`src/rtl/prog_loader_if.sv`:
```
// Host byte stream plus the loader's dedicated write port into the shared program RAM.
interface prog_loader_if #(
  parameter int ADDR_W = 8,
  parameter int DATA_W = 8
);
  logic              byte_valid;
  logic [DATA_W-1:0] byte_data;
  logic              byte_ready;
  logic              ram_sel;
  logic [ADDR_W-1:0] ram_addr;
  logic [DATA_W-1:0] ram_data;
  logic              ram_wren;

  modport slave (
    input  byte_valid, byte_data,
    output byte_ready, ram_sel, ram_addr, ram_data, ram_wren
  );

  modport master (
    output byte_valid, byte_data,
    input  byte_ready, ram_sel, ram_addr, ram_data, ram_wren
  );
endinterface

```
`src/rtl/prog_loader.sv`:
```
// Streams host bytes into program RAM while holding the core, then fires a one-cycle run pulse.
// All outputs are flops; the byte-accept path feeds a one-cycle registered write.
module prog_loader #(
  parameter int ADDR_W = 8,
  parameter int DATA_W = 8
) (
  input  logic              clk,
  input  logic              rst,
  input  logic              start,
  input  logic [ADDR_W-1:0] start_addr,
  input  logic [ADDR_W-1:0] len,
  input  logic              abort,
  prog_loader_if.slave      bus,
  output logic              halt,
  output logic              run,
  output logic              busy,
  output logic              done,
  output logic              err,
  output logic [DATA_W-1:0] checksum
);

  typedef enum logic [1:0] {
    IDLE   = 2'd0,
    LOAD   = 2'd1,
    FLUSH  = 2'd2,
    LAUNCH = 2'd3
  } state_t;

  localparam logic [ADDR_W:0] CNT_ONE = {{ADDR_W{1'b0}}, 1'b1};

  function automatic logic [DATA_W-1:0] csum_add(input logic [DATA_W-1:0] acc,
                                                 input logic [DATA_W-1:0] b);
    return acc + b;
  endfunction

  state_t            state_q, state_d;
  logic [ADDR_W-1:0] ptr_q, ptr_d;
  logic [ADDR_W:0]   cnt_q, cnt_d;
  logic [ADDR_W:0]   len_q, len_d;
  logic [DATA_W-1:0] csum_q, csum_d;
  logic              done_q, done_d;
  logic              err_q, err_d;
  logic [ADDR_W-1:0] addr_q, addr_d;
  logic [DATA_W-1:0] data_q, data_d;
  logic              wren_q, wren_d;
  logic              sel_q, sel_d;
  logic              halt_q, halt_d;
  logic              busy_q, busy_d;
  logic              ready_q, ready_d;
  logic              run_q, run_d;
  logic              accept_s;
  logic              last_s;

  // Next-state, datapath and registered-output computation.
  always_comb begin
    state_d = state_q;
    ptr_d   = ptr_q;
    cnt_d   = cnt_q;
    len_d   = len_q;
    csum_d  = csum_q;
    done_d  = done_q;
    err_d   = err_q;
    addr_d  = addr_q;
    data_d  = data_q;

    accept_s = (state_q == LOAD) && bus.byte_valid;
    last_s   = accept_s && ((cnt_q + CNT_ONE) == len_q);
    wren_d   = accept_s;

    if (accept_s) begin
      addr_d = ptr_q;
      data_d = bus.byte_data;
      ptr_d  = ptr_q + {{(ADDR_W-1){1'b0}}, 1'b1};
      cnt_d  = cnt_q + CNT_ONE;
      csum_d = csum_add(csum_q, bus.byte_data);
    end else begin
      wren_d = 1'b0;
    end

    case (state_q)
      IDLE: begin
        if (start) begin
          state_d = LOAD;
          ptr_d   = start_addr;
          // len of zero encodes a full 256-byte image
          len_d   = (len == '0) ? {1'b1, {ADDR_W{1'b0}}} : {1'b0, len};
          cnt_d   = '0;
          csum_d  = '0;
          done_d  = 1'b0;
          err_d   = 1'b0;
        end else begin
          state_d = IDLE;
        end
      end
      LOAD: begin
        if (abort) begin
          state_d = IDLE;
          err_d   = 1'b1;
        end else if (last_s) begin
          state_d = FLUSH;
        end else begin
          state_d = LOAD;
        end
      end
      FLUSH: begin
        if (abort) begin
          state_d = IDLE;
          err_d   = 1'b1;
        end else begin
          state_d = LAUNCH;
        end
      end
      LAUNCH: begin
        state_d = IDLE;
        done_d  = 1'b1;
      end
      default: begin
        state_d = IDLE;
      end
    endcase

    busy_d  = (state_d != IDLE);
    halt_d  = (state_d == LOAD) || (state_d == FLUSH);
    // A byte taken alongside abort still gets its write cycle with the port owned.
    sel_d   = halt_d || accept_s;
    ready_d = (state_d == LOAD);
    run_d   = (state_d == LAUNCH);
  end

  // State and output registers.
  always_ff @(posedge clk or negedge rst) begin
    if (!rst) begin
      state_q <= IDLE;
      ptr_q   <= '0;
      cnt_q   <= '0;
      len_q   <= '0;
      csum_q  <= '0;
      done_q  <= 1'b0;
      err_q   <= 1'b0;
      addr_q  <= '0;
      data_q  <= '0;
      wren_q  <= 1'b0;
      sel_q   <= 1'b0;
      halt_q  <= 1'b0;
      busy_q  <= 1'b0;
      ready_q <= 1'b0;
      run_q   <= 1'b0;
    end else begin
      state_q <= state_d;
      ptr_q   <= ptr_d;
      cnt_q   <= cnt_d;
      len_q   <= len_d;
      csum_q  <= csum_d;
      done_q  <= done_d;
      err_q   <= err_d;
      addr_q  <= addr_d;
      data_q  <= data_d;
      wren_q  <= wren_d;
      sel_q   <= sel_d;
      halt_q  <= halt_d;
      busy_q  <= busy_d;
      ready_q <= ready_d;
      run_q   <= run_d;
    end
  end

  assign bus.byte_ready = ready_q;
  assign bus.ram_sel    = sel_q;
  assign bus.ram_addr   = addr_q;
  assign bus.ram_data   = data_q;
  assign bus.ram_wren   = wren_q;
  assign halt           = halt_q;
  assign run            = run_q;
  assign busy           = busy_q;
  assign done           = done_q;
  assign err            = err_q;
  assign checksum       = csum_q;

endmodule

```
`src/flat_wrapper.sv`:
```
// flat-port wrapper written by rule: the top's interface ports become plain ports
module prog_loader_flat 
#(
  parameter int ADDR_W = 8,
  parameter int DATA_W = 8
)
  (clk, rst, start, start_addr, len, abort, halt, run, busy, done, err, checksum, bus_byte_valid, bus_byte_data, bus_byte_ready, bus_ram_sel, bus_ram_addr, bus_ram_data, bus_ram_wren);
  prog_loader_if #(.ADDR_W(ADDR_W), .DATA_W(DATA_W)) bus_i ();
  input  logic clk;
  input  logic rst;
  input  logic start;
  input  logic [ADDR_W-1:0] start_addr;
  input  logic [ADDR_W-1:0] len;
  input  logic abort;
  output logic halt;
  output logic run;
  output logic busy;
  output logic done;
  output logic err;
  output logic [DATA_W-1:0] checksum;
  input wire logic [$bits(bus_i.byte_valid)-1:0] bus_byte_valid;
  input wire logic [$bits(bus_i.byte_data)-1:0] bus_byte_data;
  output wire logic [$bits(bus_i.byte_ready)-1:0] bus_byte_ready;
  output wire logic [$bits(bus_i.ram_sel)-1:0] bus_ram_sel;
  output wire logic [$bits(bus_i.ram_addr)-1:0] bus_ram_addr;
  output wire logic [$bits(bus_i.ram_data)-1:0] bus_ram_data;
  output wire logic [$bits(bus_i.ram_wren)-1:0] bus_ram_wren;
  assign bus_i.byte_valid = bus_byte_valid;
  assign bus_i.byte_data = bus_byte_data;
  assign bus_byte_ready = bus_i.byte_ready;
  assign bus_ram_sel = bus_i.ram_sel;
  assign bus_ram_addr = bus_i.ram_addr;
  assign bus_ram_data = bus_i.ram_data;
  assign bus_ram_wren = bus_i.ram_wren;
  prog_loader #(.ADDR_W(ADDR_W), .DATA_W(DATA_W)) u_core (.clk(clk), .rst(rst), .start(start), .start_addr(start_addr), .len(len), .abort(abort), .bus(bus_i), .halt(halt), .run(run), .busy(busy), .done(done), .err(err), .checksum(checksum));
endmodule
```
`config.mk`:
```
export PLATFORM = sky130hd
export DESIGN_NAME = prog_loader_flat
export DESIGN_NICKNAME = d
export VERILOG_FILES = /design/src/rtl/prog_loader_if.sv /design/src/rtl/prog_loader.sv /design/src/flat_wrapper.sv
export SDC_FILE = /design/constraint.sdc
export NUM_CORES = 1
export LEC_CHECK = 0
export ABC_AREA = 1
export ABC_CLOCK_PERIOD_IN_PS = 2450
export BUFFER_PORTS_ARGS = -buffer_cell sky130_fd_sc_hd__buf_2
export CAP_MARGIN = 20
export CORE_MARGIN = 2
export CORE_UTILIZATION = 30
export DETAILED_ROUTE_END_ITERATION = 12
export GPL_TIMING_DRIVEN = 1
export PLACE_DENSITY = 0.51
export SYNTH_ARGS = -nofsm -noshare
export SYNTH_HDL_FRONTEND = slang
export SYNTH_SLANG_ARGS = --single-unit
```
`constraint.sdc`:
```
create_clock -name clk -period 2.45 [get_ports clk]
set_input_delay 0.6125 -clock clk [delete_from_list [all_inputs] [get_ports clk]]
set_output_delay 0.6125 -clock clk [all_outputs]
set_load 0.01 [all_outputs]
```
-- After elaboration in Yosys (flattened, before gate mapping)
Cells that the tools add are included.
- add/sub/neg operators: 3
- eq/ne operators: 9
- mux-type cells: 20
- reductions and logical operators: 13
- operators with widths (cell ; number):
    $mux 8 ; 6
    $mux 9 ; 4
    $add 9x1->9 const B ; 1
    $eq 9x9->1 ; 1
    $add 8x1->8 const B ; 1
    $add 8x8->8 ; 1
    $eq 2x2->1 const B ; 4
    $logic_not 8->1 ; 1
    $pmux 2 s4 ; 1
    $mux 2 ; 3
    $reduce_bool 2->1 ; 3
    $eq 2x1->1 const B ; 2
    $mux 1 ; 4
    $pmux 1 s2 ; 2
    $reduce_and 2->1 ; 2
    $reduce_and 3->1 ; 1
    $logic_and 1x1->1 ; 2
    $logic_not 2->1 ; 1
    $logic_or 1x1->1 ; 2
    $ne 2x1->1 const B ; 1
    $ne 2x2->1 const B ; 1
    $reduce_or 2->1 ; 1
- register bits: 60
- input port bits: 29
- output and inout bits: 32
- logic and storage cells: 60

-- Longest topological paths before layout
Gate-level depths: netlist of the first run.
- depth after elaboration: 9
- mapped depth: 15
- depth with buffers taken out: 15

-- Worst setup path before layout of the first run
Ideal clock, no wire load.
- path kind: input -> register
- start point: input port bus_byte_data[0]
- end point: register u_core.csum_q[6], in the netlist u_core.checksum[6]
- library setup time: 120 ps
- data arrival time: 1874 ps
- data required time: 2330 ps
- path slack: 456 ps
- stages on the path: 10
- cell sequence: ha_1 > fa_1 > nand3_1 > nand3_1 > nand2_1 > nand2_1 > a21oi_1 > nor2_1 > o211ai_1 > inv_1
- longest elaborated chain between the ends: 4
- RTL lines (element ; line ; text):
    from (decl) ; flat_wrapper.sv:22 ; input wire logic [$bits(bus_i.byte_data)-1:0] bus_byte_data;
    $add 8x8->8 * ; prog_loader.sv:33 ; return acc + b;
    $mux 8 * ; prog_loader.sv:70 ; if (accept_s) begin
    $mux 8 ; prog_loader.sv:82 ; if (start) begin
    $mux 8 * ; prog_loader.sv:80 ; case (state_q)
    via u_core.csum_d[6] ; prog_loader.sv:40 ; logic [DATA_W-1:0] csum_q, csum_d;
    to (signal assigned) ; prog_loader.sv:153 ; csum_q <= csum_d;
    to (decl) ; prog_loader.sv:40 ;
Mark *: on every way through the listed nets, which the timed path passes. The rest lies on a longest branch.
A chain may end at the register's enable or synchronous reset.

-- Worst setup path after layout of the first run
- start point: register u_core.state_q[1]
- end point: register u_core.sel_q, in the netlist u_core.bus.ram_sel
- longest elaborated chain between the ends: 9
- RTL lines (element ; line ; text):
    from (decl) ; prog_loader.sv:36 ; state_t state_q, state_d;
    from (signal assigned) ; prog_loader.sv:149 ; state_q <= state_d;
    $eq 2x1->1 ; prog_loader.sv:66, prog_loader.sv:80 ;
    $logic_and 1x1->1 ; prog_loader.sv:66 ; accept_s = (state_q == LOAD) && bus.byte_valid;
    $logic_and 1x1->1 ; prog_loader.sv:67 ; last_s = accept_s && ((cnt_q + CNT_ONE) == len_q);
    $mux 2 ; prog_loader.sv:99 ; end else if (last_s) begin
    $mux 2 ; prog_loader.sv:96 ; if (abort) begin
    $pmux 2 s4 * ; prog_loader.sv:80 ;
    via u_core.state_d[1] ; prog_loader.sv:36 ;
    $eq 2x1->1 or $eq 2x2->1 (tied branches) ; prog_loader.sv:123 ; halt_d = (state_d == LOAD) || (state_d == FLUSH);
    $logic_or 1x1->1 * ; prog_loader.sv:123 ;
    $logic_or 1x1->1 * ; prog_loader.sv:125 ; sel_d = halt_d || accept_s;
    via u_core.sel_d ; prog_loader.sv:46 ; logic sel_q, sel_d;
    to (signal assigned) ; prog_loader.sv:159 ; sel_q <= sel_d;
    to (decl) ; prog_loader.sv:46 ;
Marked as above.

==> results.json, run 1 <==
{
  "synth_area_per_cell_um2": 8.130,
  "rsz0062_at_grt": "no",
  "fmax_ghz": 0.4727,
  "setup_violations": 0,
  "worstSkewPairLatency_ns": 0.33,
  "hold_class": "input port to async pin",
  "htree_levels": 3,
  "wl_um": 7269,
  "finalWeightedCongestion": 0.8782,
  "rr_worst_depth": 11,
  "fin_skew_ns": 0.009828,
  "cts.sinks": 60,
  "drtIter0Drc": 155,
  "grt_pass1_wl_um": 12450,
  "post_cts_resized": 0,
  "syn2layout_area_growth_pct": 22.05,
  "worstPathMaxFanout": 7,
  "clkTransAtPathRegs_ns": 0.07,
  "ant_nets": 0,
  "p_leak_uw": 0.002025,
  "ys_types": 32,
  "core_um2": 10280,
  "max_slew_margin": 0.6740,
  "via_per_inst": 4.527,
  "clkPwrFrac": 0.211,
  "cts_buffers": 9,
  "swShare": 0.4042,
  "cts_root_buf": "clkbuf_8",
  "critPathArrivalTime_ns": 2.32,
  "final-max-slew-violation-count": 0,
  "synth_warnings": 0,
  "reg2reg_from": "u_core.state_q[1]$_DFF_PN0_",
  "cp.depth": 11,
  "max-clock-path-buffers": 2,
  "post_cts_buffers": 0,
  "nets": 499,
  "p_per_area_nw_per_um2": 1223,
  "fin_crit_ns": 2.116,
  "worst-path-buf-inv": 2,
  "power_frac_seq": 0.374,
  "syn-num-nets": 434,
  "seq_area_frac_synth": 0.4760,
  "cts_tree": "built",
  "crit_chain": "inv_1 -> ha_1 -> nand2_1 -> nor2_1 -> nand4_1 -> nor2_2 -> nand3_2 -> a21oi_2 -> inv_2 -> ha_1 -> nand2_1",
  "postSynthCellCount": 388,
  "period_share": 0.8636,
  "rows": 37,
  "status": "complete, no violations",
  "place_ws_ns": 0.2410,
  "max_stage_delay_ns": 0.41,
  "routedWlPerCell_um": 12.24,
  "fin_ws_ns": 0.3343,
  "gr-usage-all-layers": 0.1374,
  "ir_drop_mv": 0.3298,
  "cp_slowest_cell": "dfrtp_1",
  "start_util": 0.3069,
  "n_antenna_cell": 0,
  "internal_power_uw": 2804,
  "crit_path_start": "u_core.state_q[1]$_DFF_PN0_",
  "die_x_um": 106.5,
  "antenna_found_initial": 0,
  "overflow": 0,
  "die_h_um": 106.5,
  "cap_violations": 0,
  "cp-end-kind": "flop",
  "critPathTopFamily": "simple AND/OR/NAND/NOR gates",
  "syn_area_um2": 3154,
  "worstReg2RegEnd": "u_core.bus.ram_sel$_DFF_PN0_",
  "vias": 2689,
  "drt_pass1_iterations": 4,
  "dp_hpwl_um": 5197,
  "pwr-share-comb": 0.415,
  "critPathCapture": "u_core.bus.ram_sel$_DFF_PN0_",
  "hold_buffers": 0,
  "drive_above_1_share": 0.2183,
  "setup_tns_ns": 0,
  "grt_pass1_vias": 2581,
  "synth-seq-cells": 60,
  "crit_required_ns": 2.66,
  "dieArea_um2": 11350,
  "io_buffers": 60,
  "grt_max_degree": 41,
  "path_class": "flop to flop",
  "p_switching_uw": 1903,
  "drc": 0,
  "finalHoldViolations": 0,
  "ios": 61,
  "rrSetupSlack_ns": 0.33,
  "startpoint_type": "flop",
  "worst_pin_slew_ns": 0.4890
}
==> worst register-to-register path: stages (launching register included) <==
cell and delay, ns:
dfrtp_1 0.41, inv_1 0.09, ha_1 0.17, nand2_1 0.20, nor2_1 0.16, nand4_1 0.13, nor2_2 0.11, nand3_2 0.11
a21oi_2 0.22, inv_2 0.06, ha_1 0.29, nand2_1 0.05
==> cells in the final DEF, fill, tap and decap left out, types with 3 or more instances in the layout <==
| cell type | Yosys | routed |
|---|---|---|
| nand2_1 | 118 | 118 |
| nand3_1 | 26 | 26 |
| inv_2 | 3 | 3 |
| nand3b_1 | 3 | 3 |
| inv_1 | 40 | 40 |
| nor2_4 | 3 | 3 |
| xnor2_1 | 3 | 3 |
| nor2_2 | 4 | 4 |
| nor2_1 | 25 | 25 |
| buf_2 | 1 | 60 |
| clkbuf_8 | 0 | 10 |
| dfrtp_1 | 60 | 60 |
| xor2_1 | 4 | 4 |
| ha_1 | 16 | 16 |
| buf_4 | 0 | 4 |
| o211ai_1 | 5 | 5 |
| nand4_1 | 5 | 5 |
| a21oi_1 | 14 | 14 |
| nand2_2 | 6 | 6 |
| o21ai_0 | 25 | 25 |
==> stage by stage <==
| step | total power (uW) | hold WS, ns | area [um^2] | util | instances |
|---|---|---|---|---|---|
| final | 4707 | 0.2323 | 3850 | 0.3746 | 594 |
| after global routing | 5165 | 0.2590 | 3850 | 0.3746 | 594 |
| after CTS | 4778 | 0.2395 | 3850 | 0.3746 | 594 |
| after detailed placement | 3754 | 0.4597 | 3632 | 0.3534 | 578 |
| after global placement | 3712 | 0.4559 | 3632 | 0.3534 | 578 |
| after floorplan | 3096 | 0.3169 | 3154 | - | 388 |
==> power groups by stage <==
stage          clock, uW  sequential, uW  combinational (uW)
6_report             993            1760                1950
5_1_grt             1080            1820                2270
3_5_place_dp           0            1780                1980
2_1_floorplan          0            1830                1270
4_1_cts             1030            1760                1990
3_3_place_gp           0            1770                1950
==> synth_stat cells, drive strengths merged <==
master	count	area share
nand2	124	0.15
dfrtp	60	0.48
inv	43	0.051
nor2	32	0.048
nand3	28	0.048
o21ai	26	0.042
ha	16	0.063
a21oi	15	0.025
clkbuf	8	0.0095
nand4	5	0.0099
o211ai	5	0.012
xor2	4	0.011
buf	3	0.0040
nand3b	3	0.0071
xnor2	3	0.0083
a21o	2	0.0048
a31oi	2	0.0040
nor4	2	0.0040
o21bai	2	0.0048
a22o	1	0.0028
clkinv	1	0.0012
fa	1	0.0063
o22ai	1	0.0020
or2	1	0.0020
==> state kept, by name, indices dropped and copies added (netlist names) <==
name / cells
u_core.err: 1
u_core.busy: 1
u_core.bus.ram_wren: 1
u_core.bus.ram_addr: 8
u_core.cnt_q: 9
u_core.halt: 1
u_core.run: 1
u_core.bus.ram_sel: 1
u_core.ptr_q: 8
u_core.bus.byte_ready: 1
u_core.done: 1
u_core.checksum: 8
u_core.len_q: 9
u_core.state_q: 2
u_core.bus.ram_data: 8
==> cell type report <==
class	count	area [um^2]
tap	136	170.2
sequential	60	1501
multi-input combinational	273	1445
timing repair buffer	65	350.3
clock buffer	12	145.1
inverter	44	165.2
clock inverter	4	72.57
fill	1113	6427
==> cells by family (layout without fill, tap and decap cells) <==
group / Yosys count / count (layout) / synth area share
buffers and inverters: 55 / 125 / 0.06584
AOI/OAI and AO/OA: 54 / 54 / 0.09758
xor gates and xnor gates: 7 / 7 / 0.01944
DFF: 60 / 60 / 0.4760
adders and majority gates: 17 / 17 / 0.06981
and+or+nand+nor: 195 / 195 / 0.2713
==> worst min-delay path by stage <==
| stage | start | end | slack, ns | depth (start not counted) |
|---|---|---|---|---|
| after floorplan | rst | u_core.bus.byte_ready$_DFF_PN0_ | 0.32 | 0 |
| after global placement | u_core.bus.ram_data[4]$_DFFE_PN0P_ | u_core.bus.ram_data[4]$_DFFE_PN0P_ | 0.46 | 2 |
| after detailed placement | u_core.bus.ram_data[4]$_DFFE_PN0P_ | u_core.bus.ram_data[4]$_DFFE_PN0P_ | 0.46 | 2 |
| after CTS | rst | u_core.bus.ram_wren$_DFF_PN0_ | 0.24 | 1 |
| after global routing | rst | u_core.bus.ram_wren$_DFF_PN0_ | 0.26 | 1 |
| final | rst | u_core.bus.ram_wren$_DFF_PN0_ | 0.23 | 1 |
==> routing by layer <==
metal / vias to the layer above / GRT usage / part of all wire / routed length (um)
met4: 0 / 0.05473 / 0.010 / 73
met2: 70 / 0.2157 / 0.45 / 3260
met5: - / 0 / 0 / 0
li1: 1369 / - / - / -
met1: 1242 / 0.1844 / 0.49 / 3540
met3: 8 / 0.03004 / 0.054 / 395
Note: power is estimated with default switching activity, not from simulation.
==> run 2: changes to the inputs <==
Settings changed: ABC_CLOCK_PERIOD_IN_PS 2450 to 2300.
Clock period 2.45 ns to 2.3 ns, I/O delays scaled along.
==> run 2 against run 1 <==
Compared with the run above: critical path depth is 3 higher; clock skew shrank 0.0011 ns; critical endpoint unchanged; highest routed layer unchanged; design area decreased by 0.78%.
==> results.json, run 2 (same netlist as run 1, synthesis figures left out) <==
{
  "max_slew_margin": 0.6563,
  "p_per_area_nw_per_um2": 1258,
  "cts_tree": "built",
  "cp-end-kind": "flop",
  "via_per_inst": 4.561,
  "dp_hpwl_um": 5172,
  "final-max-slew-violation-count": 0,
  "rrSetupSlack_ns": 0.20,
  "die_h_um": 106.5,
  "nets": 500,
  "whs_ns": 0.1868,
  "max_stage_delay_ns": 0.39,
  "clkTransAtPathRegs_ns": 0.07,
  "worstSkewPairLatency_ns": 0.34,
  "hold_class": "input port to async pin",
  "ios": 61,
  "finalHoldViolations": 0,
  "start_util": 0.3069,
  "nFillCells": 1126,
  "final_common_cell": "nand2_1",
  "post_dp_cell_area_um2": 3640,
  "htree_levels": 3,
  "ir_drop_mv": 0.3896,
  "path_class": "flop to flop",
  "cap_violations": 0,
  "crit_required_ns": 2.53,
  "overflow": 0,
  "rows": 37,
  "fin_ws_ns": 0.1965,
  "status": "complete, no violations",
  "finalWeightedCongestion": 0.7939,
  "gr-usage-all-layers": 0.1366,
  "setup_tns_ns": 0,
  "antenna_found_initial": 0,
  "worst_pin_slew_ns": 0.5124,
  "p_leak_uw": 0.002006,
  "io_buffers": 60,
  "worstPathMaxFanout": 4,
  "startpoint_type": "flop",
  "cp_slowest_cell": "dfrtp_1",
  "hold_buffers": 0,
  "register_area_um2": 1501,
  "drc": 0,
  "drt_pass1_iterations": 4,
  "drtIter0Drc": 142,
  "crit_top_cell": "nand2_2",
  "fin_skew_ns": 0.008739,
  "largest_registers": "u_core.cnt_q (9), u_core.len_q (9)",
  "cts_buffers": 9,
  "fin_crit_ns": 2.103,
  "grt_pass1_wl_um": 12250,
  "mostFrequentLayoutCells": "nand2_1 (117), buf_2 (60), dfrtp_1 (60), inv_1 (40), nand3_1 (26)",
  "period_share": 0.9146,
  "multi_input_area_um2": 1455,
  "syn2layout_area_growth_pct": 21.10,
  "crit_chain": "ha_1 -> nand2_2 -> nor2_4 -> nand2_2 -> nand2_2 -> nand2_1 -> nand2_1 -> nand2_2 -> nor2_2 -> nand3_2 -> a21oi_4 -> inv_2 -> ha_1 -> nand2_1",
  "setup_violations": 0,
  "ant_nets": 0,
  "vias": 2714,
  "drive_above_1_share": 0.2222,
  "fmax_ghz": 0.4754,
  "final_cell_area_um2": 3820,
  "n_antenna_cell": 0,
  "post_cts_buffers": 0,
  "critPathArrivalTime_ns": 2.33,
  "core_um2": 10280,
  "grt_max_degree": 41,
  "place_ws_ns": 0.1190,
  "dieArea_um2": 11350,
  "cts.sinks": 60,
  "die_x_um": 106.5,
  "routedWlPerCell_um": 12.25,
  "fin_util": 0.3717,
  "max-clock-path-buffers": 2,
  "cts_root_buf": "clkbuf_8",
  "wl_um": 7288,
  "grt_pass1_vias": 2568
}
## run 2: layout make-up
class	instances	share of cell area
flip-flops and latches	60	0.3931
multi-input cells	273	0.3809
repair buffers	66	0.09368
well taps	136	0.04455
inverters	44	0.04324
clock buffers	12	0.03800
clock inverters	4	0.006551
## run 2: path summary, 6_finish.rpt
path                                                          from                            endpoint  cells past startpoint
worst max-delay path                     u_core.cnt_q[1]$_DFF_PN0_        u_core.bus.ram_sel$_DFF_PN0_                     14
worst min-delay path                                           rst       u_core.bus.ram_wren$_DFF_PN0_                      1
worst max register to register           u_core.cnt_q[1]$_DFF_PN0_        u_core.bus.ram_sel$_DFF_PN0_                     14
worst min register to register  u_core.bus.ram_data[3]$_DFFE_PN0P_  u_core.bus.ram_data[3]$_DFFE_PN0P_                      2
max in group asynchronous                                      rst           u_core.cnt_q[3]$_DFF_PN0_                      2
min in group clk                                     start_addr[5]           u_core.ptr_q[5]$_DFF_PN0_                      3
## run 2: critical path: cells and delay by family, from the launching register on
kind                     cells  cell delay (ns)
AND/OR/NAND/NOR             10             0.82
AO/OA/AOI/OAI                1             0.20
flip-flops                   1             0.39
adder cells (fa/ha/maj)      2             0.51
buffers and inverters        1             0.06
## run 2: per-stage QoR
step                      cells  total power, uW
after floorplan             388             3298
after global routing        595             5275
after detailed placement    579             3996
after CTS                   595             4858
final                       595             4805
after global placement      579             3956
## run 2: where the power goes
group	switching, uW	internal (uW)	leakage (uW)
logic	1260	826	0.00118
clock network	425	417	0.0000824
registers	347	1530	0.000744
## run 2: routing by layer
metal / share of wire / vias to the layer above / GRT usage
li1: - / 1374 / -
met4: 0.017 / 0 / 0.06030
met1: 0.49 / 1272 / 0.1860
met3: 0.048 / 9 / 0.02882
met5: 0 / - / 0
met2: 0.44 / 59 / 0.2088
## run 2: what timing repair did
action	4_1_cts	5_1_grt
setup endpoints to repair	0	2
gates resized for setup	0	2
hold endpoints to repair	0	0
==> run 3: changes to the inputs <==
Settings changed: ABC_AREA 1 to unset, CORE_MARGIN 2 to 4, GPL_ROUTABILITY_DRIVEN set to 0.
==> run 3 against run 2 <==
Compared with the run above: die area rose by 8.7%; total power decreased by 29%; design area is 5.4% higher; critical path depth shrank 7; worst hold slack improved by 0.040 ns; routed wire length increased by 2.1%; clock skew increased by 0.0013 ns; worst setup slack got worse by 0.15 ns; maximum frequency decreased by 6.5%; combinational power decreased by 60%; global-route usage shrank 1.0 points; register-to-register slack worse by 0.15 ns; critical path type unchanged; largest cell class is now multi-input gates.
==> results.json, run 3 <==
{
  "setup_violations": 0,
  "fin_skew_ns": 0.01001,
  "syn2layout_area_growth_pct": 26.31,
  "period_share": 0.9783,
  "ir_drop_mv": 0.2495,
  "path_class": "flop to flop",
  "cap_violations": 0,
  "whs_ns": 0.2269,
  "fmax_ghz": 0.4444,
  "fin_crit_ns": 2.250,
  "yosys.area_share.simple": 0.2340,
  "cp-end-kind": "flop",
  "max_slew_margin": 0.6310,
  "use_met2": 0.1998,
  "synth_top_family_by_area": "simple AND/OR/NAND/NOR gates",
  "final-max-slew-violation-count": 0,
  "grt_max_degree": 39,
  "nets": 471,
  "grt_pass1_wl_um": 12770,
  "wl_um": 7439,
  "cts_buffers": 9,
  "synthArstFlopShare": 1.000,
  "fin_ws_ns": 0.04982,
  "dp_hpwl_um": 5307,
  "htree_levels": 3,
  "internal_power_uw": 2395,
  "core_um2": 10320,
  "worstPathMaxFanout": 2,
  "p_switching_uw": 1035,
  "status": "complete, no violations",
  "cts_tree": "built",
  "fin_util": 0.3899,
  "via_per_inst": 4.648,
  "die_h_um": 111.1,
  "cts_root_buf": "clkbuf_8",
  "p_per_area_nw_per_um2": 852.2,
  "overflow": 0,
  "start_util": 0.3087,
  "place_ws_ns": -0.01959,
  "die_x_um": 111.1,
  "fin_cells": 566,
  "vias": 2631,
  "rsz0062_at_grt": "yes",
  "largest_registers": "u_core.cnt_q (9), u_core.len_q (9)",
  "worstSkewPairLatency_ns": 0.34,
  "grt_pass1_vias": 2651,
  "ys_top_cells_by_area": "dfrtp_1 (47%), nand2_1 (13%), ha_1 (6.3%)",
  "p_leak_uw": 0.001989,
  "synth-seq-cells": 60,
  "ios": 61,
  "gr-usage-all-layers": 0.1261,
  "drc": 0,
  "synth_commonest_cells": "nand2_1 (111), dfrtp_1 (60), nor2_1 (20), ha_1 (16), o21ai_0 (16)",
  "mostFrequentLayoutCells": "nand2_1 (111), buf_2 (60), dfrtp_1 (58), nor2_1 (19), o21ai_0 (16)",
  "startpoint_type": "flop",
  "io_buffers": 60,
  "pwr-share-comb": 0.247,
  "max-clock-path-buffers": 2,
  "rows": 37,
  "crit_required_ns": 2.52,
  "yosys.area.top_type_share": 0.4711,
  "synth_flop_cell": "dfrtp_1",
  "syn-num-nets": 401,
  "antenna_found_initial": 0,
  "synth_area_per_cell_um2": 8.977,
  "hold_buffers": 0,
  "worst_pin_slew_ns": 0.5535,
  "routedWlPerCell_um": 13.14,
  "drt_pass1_iterations": 4,
  "final_common_cell": "nand2_1",
  "synth_warnings": 0,
  "postSynthCellCount": 355,
  "synthAdderAreaFrac": 0.06910,
  "top_usage_layer": "met2",
  "seq_area_frac_synth": 0.4711,
  "use_met3": 0.02183,
  "syn_area_um2": 3187,
  "synth_most_common_cell": "nand2_1",
  "drive_above_1_share": 0.2442,
  "synth_compound_gate_area_share": 0.1076,
  "finalHoldViolations": 0,
  "hold_class": "input port to async pin",
  "dp_cells": 549,
  "swShare": 0.3018,
  "clkPwrFrac": 0.349,
  "critPathArrivalTime_ns": 2.47,
  "clkTransAtPathRegs_ns": 0.07,
  "ys_types": 53,
  "n_antenna_cell": 0,
  "dieArea_um2": 12340,
  "synth_top_area_cell": "dfrtp_1",
  "synth_enable_flop_cells": 0,
  "ant_nets": 0,
  "drtIter0Drc": 106,
  "grt.met1_usage": 0.1670,
  "power_frac_seq": 0.404,
  "synthMuxAreaShare": 0.01570,
  "cts.sinks": 60,
  "synthXorXnorAreaFrac": 0.06832
}
==> run 3: path summary, 6_finish.rpt <==
check,from,to,slack (ns),depth (start not counted)
max,u_core.cnt_q[1]$_DFF_PN0_,u_core.bus.ram_sel$_DFF_PN0_,0.05,7
min,rst,u_core.done$_DFFE_PN0P_,0.23,1
max reg2reg,u_core.cnt_q[1]$_DFF_PN0_,u_core.bus.ram_sel$_DFF_PN0_,0.05,7
min reg2reg,u_core.bus.ram_data[2]$_DFFE_PN0P_,u_core.bus.ram_data[2]$_DFFE_PN0P_,0.47,2
max in group asynchronous,rst,u_core.cnt_q[2]$_DFF_PN0_,1.48,2
min in group clk,start_addr[6],u_core.ptr_q[6]$_DFF_PN0_,0.44,3
==> run 3: routing by layer <==
metal  vias to the layer above  routed length (um)
met4                         0                 140
met2                        45                3459
met3                        10                 288
met1                      1247                3550
li1                       1329                   -
met5                         -                   0
==> run 3: worst max-delay path: stages, from the launching register on <==
cell and delay, ns:
dfrtp_1 0.41, ha_4 0.26, xor2_2 0.18, nor4_4 0.29
o211ai_1 0.15, o41a_1 0.47, ha_1 0.31, nand2_1 0.05
==> run 3: metrics by stage <==
stage | instance area [um^2] | TNS [ns] | power (uW)
2_1_floorplan | 3187 | 0 | 1889
3_3_place_gp | 3704 | 0 | 2202
3_5_place_dp | 3704 | -0.01959 | 2218
4_1_cts | 3965 | 0 | 3444
5_1_grt | 4025 | -0.1939 | 3655
6_report | 4025 | 0 | 3430
==> run 3: logic make-up after synthesis <==
family | Yosys count
fa+ha+maj | 17
flops | 60
compound gates | 54
xor+xnor | 24
simple gates | 169
mux | 5
buf+inv | 26
==> run 3: power groups by stage <==
stage          logic, uW  registers [uW]  clock network (uW)
6_report             846            1390                1200
5_1_grt              960            1420                1280
4_1_cts              825            1380                1240
3_5_place_dp         815            1400                   0
3_3_place_gp         806            1400                   0
2_1_floorplan        443            1450                   0
==> run 3: area by class of cell <==
| type | count | area [um^2] |
|---|---|---|
| Sequential cell | 60 | 1504 |
| Fill cell | 1078 | 6299 |
| Clock inverter | 4 | 95.09 |
| Tap cell | 136 | 170.2 |
| Multi-Input combinational cell | 269 | 1634 |
| Timing Repair Buffer | 75 | 429.2 |
| Inverter | 10 | 37.54 |
| Clock buffer | 12 | 155.1 |
==> run 3: repair_timing <==
action	4_1_cts	5_1_grt
pin swaps	0	5
gates resized for setup	2	9
endpoints found under the setup margin	2	5
setup buffers	0	1
